==> src/rtl/seg7_fmt_if.sv <==
// Peripheral bus bundle between the MSP430 CPU side and the seg7_fmt register window.
// The CPU side drives address, data, enable and byte write enables; the peripheral returns read data.
interface seg7_fmt_if;
    logic [13:0] per_addr;
    logic [15:0] per_din;
    logic        per_en;
    logic [1:0]  per_we;
    logic [15:0] per_dout;

    modport master (
        output per_addr, per_din, per_en, per_we,
        input  per_dout
    );

    modport slave (
        input  per_addr, per_din, per_en, per_we,
        output per_dout
    );
endinterface

==> src/rtl/seg7_fmt.sv <==
// Formats a CPU-written 16-bit value into four active-low 7-segment bytes (hex or decimal via double-dabble).
// Build option SEG7_FMT_LZB_EN enables the leading-zero-blank control bit.
//
// state      | meaning
// -----------+------------------------------------------------------------
// S_IDLE     | waiting for a VALUE write
// S_HEX_LOAD | one cycle: map the four nibbles straight to segment bytes
// S_SHIFT    | 16 double-dabble iterations (add-3 then shift left)
// S_LOAD     | write formatted BCD digits (or dashes on overflow)
module seg7_fmt #(
    parameter logic [14:0] BASE_ADDR = 15'h0098
) (
    input  logic            mclk,
    input  logic            puc_rst,
    seg7_fmt_if.slave       per,
    output logic [7:0]      seg_d0,
    output logic [7:0]      seg_d1,
    output logic [7:0]      seg_d2,
    output logic [7:0]      seg_d3,
    output logic            seg_upd,
    output logic            busy
);

    typedef enum logic [1:0] {
        S_IDLE     = 2'd0,
        S_HEX_LOAD = 2'd1,
        S_SHIFT    = 2'd2,
        S_LOAD     = 2'd3
    } state_t;

    localparam logic [7:0] SEG_BLANK = 8'hFF;
    localparam logic [7:0] SEG_DASH  = 8'hBF;

    function automatic logic [7:0] seg_lut(input logic [3:0] n);
        logic [7:0] s;
        case (n)
            4'h0:    s = 8'hC0;
            4'h1:    s = 8'hF9;
            4'h2:    s = 8'hA4;
            4'h3:    s = 8'hB0;
            4'h4:    s = 8'h99;
            4'h5:    s = 8'h92;
            4'h6:    s = 8'h82;
            4'h7:    s = 8'hF8;
            4'h8:    s = 8'h80;
            4'h9:    s = 8'h90;
            4'hA:    s = 8'h88;
            4'hB:    s = 8'h83;
            4'hC:    s = 8'hC6;
            4'hD:    s = 8'hA1;
            4'hE:    s = 8'h86;
            default: s = 8'h8E;
        endcase
        return s;
    endfunction

    function automatic logic [7:0] dp_apply(input logic [7:0] s, input logic dp);
        return dp ? (s & 8'h7F) : s;
    endfunction

    state_t      state_q, state_d;
    logic [15:0] val_q, val_d;
    logic        dec_q, dec_d;
    logic [3:0]  dp_q, dp_d;
    logic [3:0]  dp_l_q, dp_l_d;
    logic        ovf_q, ovf_d;
    logic [35:0] sh_q, sh_d;
    logic [35:0] sh_adj;
    logic [3:0]  cnt_q, cnt_d;
    logic [7:0]  seg0_q, seg0_d, seg1_q, seg1_d, seg2_q, seg2_d, seg3_q, seg3_d;
    logic        seg_upd_q, seg_upd_d;

    logic        reg_sel, val_wr, ctl_wr, rd_en;
    logic [15:0] val_wdata;
    logic [15:0] ctrl_rd;

`ifdef SEG7_FMT_LZB_EN
    logic lzb_q, lzb_d, lzb_l_q, lzb_l_d;

    always_comb begin
        lzb_d   = lzb_q;
        lzb_l_d = lzb_l_q;
        if (ctl_wr && per.per_we[0]) lzb_d = per.per_din[1];
        if (val_wr)                  lzb_l_d = lzb_q;
    end

    always_ff @(posedge mclk or posedge puc_rst) begin
        if (puc_rst) begin
            lzb_q   <= 1'b0;
            lzb_l_q <= 1'b0;
        end else begin
            lzb_q   <= lzb_d;
            lzb_l_q <= lzb_l_d;
        end
    end
`else
    logic lzb_q, lzb_l_q;
    assign lzb_q   = 1'b0;
    assign lzb_l_q = 1'b0;
`endif

    assign reg_sel = per.per_en && (per.per_addr[13:1] == BASE_ADDR[14:2]);
    assign val_wr  = reg_sel && !per.per_addr[0] && (per.per_we != 2'b00);
    assign ctl_wr  = reg_sel &&  per.per_addr[0] && (per.per_we != 2'b00);
    assign rd_en   = reg_sel && (per.per_we == 2'b00);

    assign val_wdata = {per.per_we[1] ? per.per_din[15:8] : val_q[15:8],
                        per.per_we[0] ? per.per_din[7:0]  : val_q[7:0]};

    assign busy    = (state_q != S_IDLE);
    assign ctrl_rd = {6'd0, ovf_q, busy, dp_q, 2'b00, lzb_q, dec_q};

    assign per.per_dout = rd_en ? (per.per_addr[0] ? ctrl_rd : val_q) : 16'h0000;

    assign seg_d0  = seg0_q;
    assign seg_d1  = seg1_q;
    assign seg_d2  = seg2_q;
    assign seg_d3  = seg3_q;
    assign seg_upd = seg_upd_q;

    // Software-visible registers; only the low CTRL byte holds writable bits.
    always_comb begin
        val_d = val_q;
        dec_d = dec_q;
        dp_d  = dp_q;
        if (val_wr) val_d = val_wdata;
        if (ctl_wr && per.per_we[0]) begin
            dec_d = per.per_din[0];
            dp_d  = per.per_din[7:4];
        end
    end

    always_comb begin
        sh_adj = sh_q;
        for (int i = 0; i < 5; i++) begin
            if (sh_q[16+4*i +: 4] > 4'd4) sh_adj[16+4*i +: 4] = sh_q[16+4*i +: 4] + 4'd3;
        end
    end

    // Decimal digit formatting from the finished BCD register.
    logic [3:0] bcd0, bcd1, bcd2, bcd3;
    logic       bcd_ovf, blank1, blank2, blank3;
    logic [7:0] dseg0, dseg1, dseg2, dseg3;

    always_comb begin
        bcd0    = sh_q[19:16];
        bcd1    = sh_q[23:20];
        bcd2    = sh_q[27:24];
        bcd3    = sh_q[31:28];
        bcd_ovf = (sh_q[35:32] != 4'd0);
        blank3  = lzb_l_q && (bcd3 == 4'd0);
        blank2  = blank3  && (bcd2 == 4'd0);
        blank1  = blank2  && (bcd1 == 4'd0);
        dseg0   = dp_apply(seg_lut(bcd0), dp_l_q[0]);
        dseg1   = dp_apply(blank1 ? SEG_BLANK : seg_lut(bcd1), dp_l_q[1]);
        dseg2   = dp_apply(blank2 ? SEG_BLANK : seg_lut(bcd2), dp_l_q[2]);
        dseg3   = dp_apply(blank3 ? SEG_BLANK : seg_lut(bcd3), dp_l_q[3]);
    end

    // A VALUE write always wins: it restarts the conversion from any state.
    always_comb begin
        state_d   = state_q;
        sh_d      = sh_q;
        cnt_d     = cnt_q;
        dp_l_d    = dp_l_q;
        ovf_d     = ovf_q;
        seg0_d    = seg0_q;
        seg1_d    = seg1_q;
        seg2_d    = seg2_q;
        seg3_d    = seg3_q;
        seg_upd_d = 1'b0;
        if (val_wr) begin
            state_d = dec_q ? S_SHIFT : S_HEX_LOAD;
            sh_d    = {20'd0, val_wdata};
            cnt_d   = 4'd15;
            dp_l_d  = dp_q;
            ovf_d   = 1'b0;
        end else begin
            case (state_q)
                S_HEX_LOAD: begin
                    seg0_d    = dp_apply(seg_lut(val_q[3:0]),   dp_l_q[0]);
                    seg1_d    = dp_apply(seg_lut(val_q[7:4]),   dp_l_q[1]);
                    seg2_d    = dp_apply(seg_lut(val_q[11:8]),  dp_l_q[2]);
                    seg3_d    = dp_apply(seg_lut(val_q[15:12]), dp_l_q[3]);
                    seg_upd_d = 1'b1;
                    state_d   = S_IDLE;
                end
                S_SHIFT: begin
                    sh_d  = {sh_adj[34:0], 1'b0};
                    cnt_d = cnt_q - 4'd1;
                    if (cnt_q == 4'd0) state_d = S_LOAD;
                end
                S_LOAD: begin
                    ovf_d = bcd_ovf;
                    if (bcd_ovf) begin
                        seg0_d = SEG_DASH;
                        seg1_d = SEG_DASH;
                        seg2_d = SEG_DASH;
                        seg3_d = SEG_DASH;
                    end else begin
                        seg0_d = dseg0;
                        seg1_d = dseg1;
                        seg2_d = dseg2;
                        seg3_d = dseg3;
                    end
                    seg_upd_d = 1'b1;
                    state_d   = S_IDLE;
                end
                default: ;
            endcase
        end
    end

    always_ff @(posedge mclk or posedge puc_rst) begin
        if (puc_rst) begin
            state_q   <= S_IDLE;
            val_q     <= 16'h0000;
            dec_q     <= 1'b0;
            dp_q      <= 4'h0;
            dp_l_q    <= 4'h0;
            ovf_q     <= 1'b0;
            sh_q      <= 36'd0;
            cnt_q     <= 4'd0;
            seg0_q    <= SEG_BLANK;
            seg1_q    <= SEG_BLANK;
            seg2_q    <= SEG_BLANK;
            seg3_q    <= SEG_BLANK;
            seg_upd_q <= 1'b0;
        end else begin
            state_q   <= state_d;
            val_q     <= val_d;
            dec_q     <= dec_d;
            dp_q      <= dp_d;
            dp_l_q    <= dp_l_d;
            ovf_q     <= ovf_d;
            sh_q      <= sh_d;
            cnt_q     <= cnt_d;
            seg0_q    <= seg0_d;
            seg1_q    <= seg1_d;
            seg2_q    <= seg2_d;
            seg3_q    <= seg3_d;
            seg_upd_q <= seg_upd_d;
        end
    end

endmodule

==> src/flat_wrapper.sv <==
// flat-port wrapper written by rule: the top's interface ports become plain ports
module seg7_fmt_flat 
#(
    parameter logic [14:0] BASE_ADDR = 15'h0098
)
  (mclk, puc_rst, seg_d0, seg_d1, seg_d2, seg_d3, seg_upd, busy, per_per_addr, per_per_din, per_per_en, per_per_we, per_per_dout);
  seg7_fmt_if per_i ();
  input  logic mclk;
  input  logic puc_rst;
  output logic [7:0] seg_d0;
  output logic [7:0] seg_d1;
  output logic [7:0] seg_d2;
  output logic [7:0] seg_d3;
  output logic seg_upd;
  output logic busy;
  input wire logic [$bits(per_i.per_addr)-1:0] per_per_addr;
  input wire logic [$bits(per_i.per_din)-1:0] per_per_din;
  input wire logic [$bits(per_i.per_en)-1:0] per_per_en;
  input wire logic [$bits(per_i.per_we)-1:0] per_per_we;
  output wire logic [$bits(per_i.per_dout)-1:0] per_per_dout;
  assign per_i.per_addr = per_per_addr;
  assign per_i.per_din = per_per_din;
  assign per_i.per_en = per_per_en;
  assign per_i.per_we = per_per_we;
  assign per_per_dout = per_i.per_dout;
  seg7_fmt #(.BASE_ADDR(BASE_ADDR)) u_core (.mclk(mclk), .puc_rst(puc_rst), .per(per_i), .seg_d0(seg_d0), .seg_d1(seg_d1), .seg_d2(seg_d2), .seg_d3(seg_d3), .seg_upd(seg_upd), .busy(busy));
endmodule
==> config.mk <==
export PLATFORM = sky130hd
export DESIGN_NAME = seg7_fmt_flat
export DESIGN_NICKNAME = d
export VERILOG_FILES = /design/src/rtl/seg7_fmt_if.sv /design/src/rtl/seg7_fmt.sv /design/src/flat_wrapper.sv
export SDC_FILE = /design/constraint.sdc
export NUM_CORES = 1
export LEC_CHECK = 0
export CAP_MARGIN = 20
export CORE_UTILIZATION = 40
export DETAILED_ROUTE_END_ITERATION = 8
export PLACE_DENSITY = 0.72
export SLEW_MARGIN = 20
export SYNTH_ARGS = -nofsm -noshare
export SYNTH_HDL_FRONTEND = slang
export SYNTH_SLANG_ARGS = --single-unit
==> constraint.sdc <==
create_clock -name mclk -period 4.4 [get_ports mclk]
set_input_delay 0.44 -clock mclk [delete_from_list [all_inputs] [get_ports mclk]]
set_output_delay 0.44 -clock mclk [all_outputs]
set_load 0.01 [all_outputs]
==> flow_summary.json <==
{
  "max_freq_mhz": 307,
  "cts_tree": "done",
  "dp_slack_ps": 1060,
  "cap_violations": 0,
  "final.fill_count": 1573,
  "peakVddDrop_v": 0.000270,
  "gp_congestion": 0.840,
  "drt_iter0_drc": 480,
  "synth_area_um2": 6800,
  "grtUsageTotal_pct": 19.0,
  "numCtsBuffers": 9,
  "finalSetupTns_ps": 0,
  "antenna_found_initial": 0,
  "top_usage_layer": "met2",
  "post-cts-setup-buffer-count": 0,
  "ctsResizeCount": 0,
  "worstSetupStartpointType": "input pin",
  "area_delta_synth_final_pct": 18.3,
  "finalNonFillerCells": 1047,
  "ant_nets": 0,
  "via_per_inst": 5.38,
  "grt_use_met1_pct": 26.1,
  "p_comb_share_pct": 4.6,
  "detailed_place_hpwl_um": 11100,
  "cts.clk_slew.worst_paths_ps": 70,
  "finClkSkew_ps": 7.48,
  "routedWlPerCell_um": 15.3,
  "rows": 47,
  "syn_nets": 861,
  "synth_edf_count": 0,
  "start_util_pct": 41.0,
  "grt_max_degree": 51,
  "finalSetupViolCount": 0,
  "grt_pass1_vias": 5303,
  "cts_hold_buf": 0,
  "io_buffers": 84,
  "synth-warning-count": 0,
  "period_share_pct": 74.0,
  "grt_overflow": 0,
  "die_x_um": 132,
  "clk_latency_ps": 360,
  "die-area_um2": 17500,
  "worstPathArrival_ps": 2810,
  "ys_seq_area_share_pct": 37.7,
  "synthDistinctLibCells": 55,
  "switching_share_pct": 22.9,
  "cp_data_required_time_ps": 3960,
  "drc_errors": 0,
  "cts.htree.levels": 3,
  "leakagePower_nw": 3.60,
  "slew_violations": 0,
  "die_y_um": 132,
  "clock_power_share_pct": 43.0,
  "synth_seq_cells": 101,
  "dp.cells": 1031,
  "vias": 5633,
  "endpoint_kind": "output port",
  "cts_root_buf": "clkbuf_16",
  "maxSlewHeadroom_pct": 39.7,
  "synthCells": 776,
  "p_per_area_nw_per_um2": 221,
  "core-area_um2": 16600,
  "ys.flop_type": "dfrtp_1",
  "worst-setup-path-type": "in -> out",
  "hold_class": "reg -> reg",
  "diodes": 0,
  "status": "completed",
  "final.setup.worst_slack_ps": 1150,
  "synth-async-reset-ratio_pct": 100,
  "use_met2_pct": 30.7,
  "p_int_mw": 1.37,
  "layout.nets": 907,
  "finalCriticalPeriod_ps": 3250,
  "drtPass1Iterations": 5,
  "grt_pass1_wl_um": 26800,
  "wl_um": 16000,
  "synth.avg_cell_area_um2": 8.77,
  "path_max_fanout": 6,
  "drive_gt1_share_pct": 12.2,
  "hold_violations": 0,
  "max_slew.worst_pin.slew_ps": 902,
  "pin_count": 85,
  "clockBufferDepth": 2,
  "rsz0062_at_grt": "false",
  "p_seq_share_pct": 52.4,
  "grt_use_met3_pct": 3.64,
  "p_sw_uw": 408,
  "cts.sinks": 101
}
cell type report:
cell class / instances / area, µm² / share of cell area [%]
Clock inverter: 5 / 36.3 / 0.451
Sequential cell: 101 / 2570 / 31.9
Multi-Input combinational cell: 586 / 3910 / 48.5
Tap cell: 220 / 275 / 3.42
Timing Repair Buffer: 92 / 901 / 11.2
Inverter: 32 / 123 / 1.52
Clock buffer: 11 / 243 / 3.02
cell usage after synthesis (6+ instances only):
library cell | n | area, µm²
dfstp_2 | 32 | 841
nor2b_1 | 14 | 87.6
a21oi_1 | 52 | 260
clkbuf_1 | 47 | 176
o22ai_1 | 8 | 50.1
nor2_1 | 58 | 218
inv_1 | 32 | 120
nor3_1 | 16 | 80.1
o31ai_1 | 8 | 60.1
nand2b_1 | 6 | 37.5
nand3_1 | 9 | 45.0
xnor2_1 | 6 | 52.6
o21ai_0 | 56 | 280
mux2i_1 | 41 | 410
mux2_2 | 24 | 270
a211oi_1 | 19 | 143
and2_1 | 10 | 62.6
dfrtp_1 | 69 | 1730
nand2_1 | 118 | 443
and3_1 | 16 | 100
a31oi_1 | 9 | 56.3
ha_1 | 50 | 626
sequential cells by signal, summed over array words and instances (netlist names):
| register | flops |
|---|---|
| u_core.sh_q | 36 |
| u_core.val_q | 16 |
| u_core.seg_d0 | 8 |
| u_core.seg_d1 | 8 |
| u_core.seg_d2 | 8 |
| u_core.seg_d3 | 8 |
| u_core.cnt_q | 4 |
| u_core.dp_l_q | 4 |
| u_core.dp_q | 4 |
| u_core.state_q | 2 |
| u_core.dec_q | 1 |
| u_core.ovf_q | 1 |
| u_core.seg_upd | 1 |
cells by family after synthesis:
logic type	share of synthesized area, %
flops	37.7
fa+ha+maj	9.20
buf+inv	5.00
simple gates	18.5
mux	11.2
xor+xnor	0.901
compound gates	17.5
critical path, cell delays in order:
cell,delay (ps)
clkdlybuf4s50_1,410
nor4_2,310
nand4b_2,270
nor4_1,470
buf_4,240
and2_1,130
clkdlybuf4s50_1,540
placed cells by master (no fill, tap or decap), drive strengths merged, types with 16 or more instances in the layout:
cell type,instances
nand2,120
clkdlybuf4s50,84
dfrtp,69
nor2,58
o21ai,57
a21oi,52
ha,50
mux2i,41
inv,33
dfstp,32
mux2,25
a211oi,19
nor3,17
and3,16
power by group through the flow:
stage               registers, mW  clock network [mW]  logic, mW
floorplan                   0.950                   0     0.0375
global placement            0.951                   0     0.0824
detailed placement          0.951                   0     0.0833
CTS                         0.934               0.785     0.0837
global route                0.934               0.817     0.0908
finish                      0.934               0.765     0.0821
routing by layer:
layer,up-vias,part of all wire (%),wire (µm)
met5,-,0,0
met4,0,1.4,219
met3,14,4.3,688
met2,134,46,7430
met1,2689,48,7690
li1,2796,-,-
stage by stage:
stage	utilization [%]	power (mW)	hold WS (ps)	area, µm²
global placement	46.9	1.03	401	7770
floorplan	-	0.987	392	6800
detailed placement	46.9	1.03	413	7770
CTS	48.5	1.80	423	8050
finish	48.5	1.78	421	8050
global route	48.5	1.84	430	8050
final timing paths:
kind | from | endpoint | cells after the start | slack (ps)
max in group asynchronous | puc_rst | u_core.seg_d2[7] | 3 | 3070
worst min-delay path | u_core.dp_l_q[1] | u_core.seg_d1[7] | 1 | 420
worst max register to register | u_core.state_q[0] | u_core.seg_d3[0] | 6 | 1630
min in group asynchronous | puc_rst | u_core.sh_q[32] | 2 | 440
worst max-delay path | per_per_addr[10] | per_per_dout[14] | 7 | 1150
worst min register to register | u_core.dp_l_q[1] | u_core.seg_d1[7] | 1 | 420
Power figures use the tool's default switching activity.
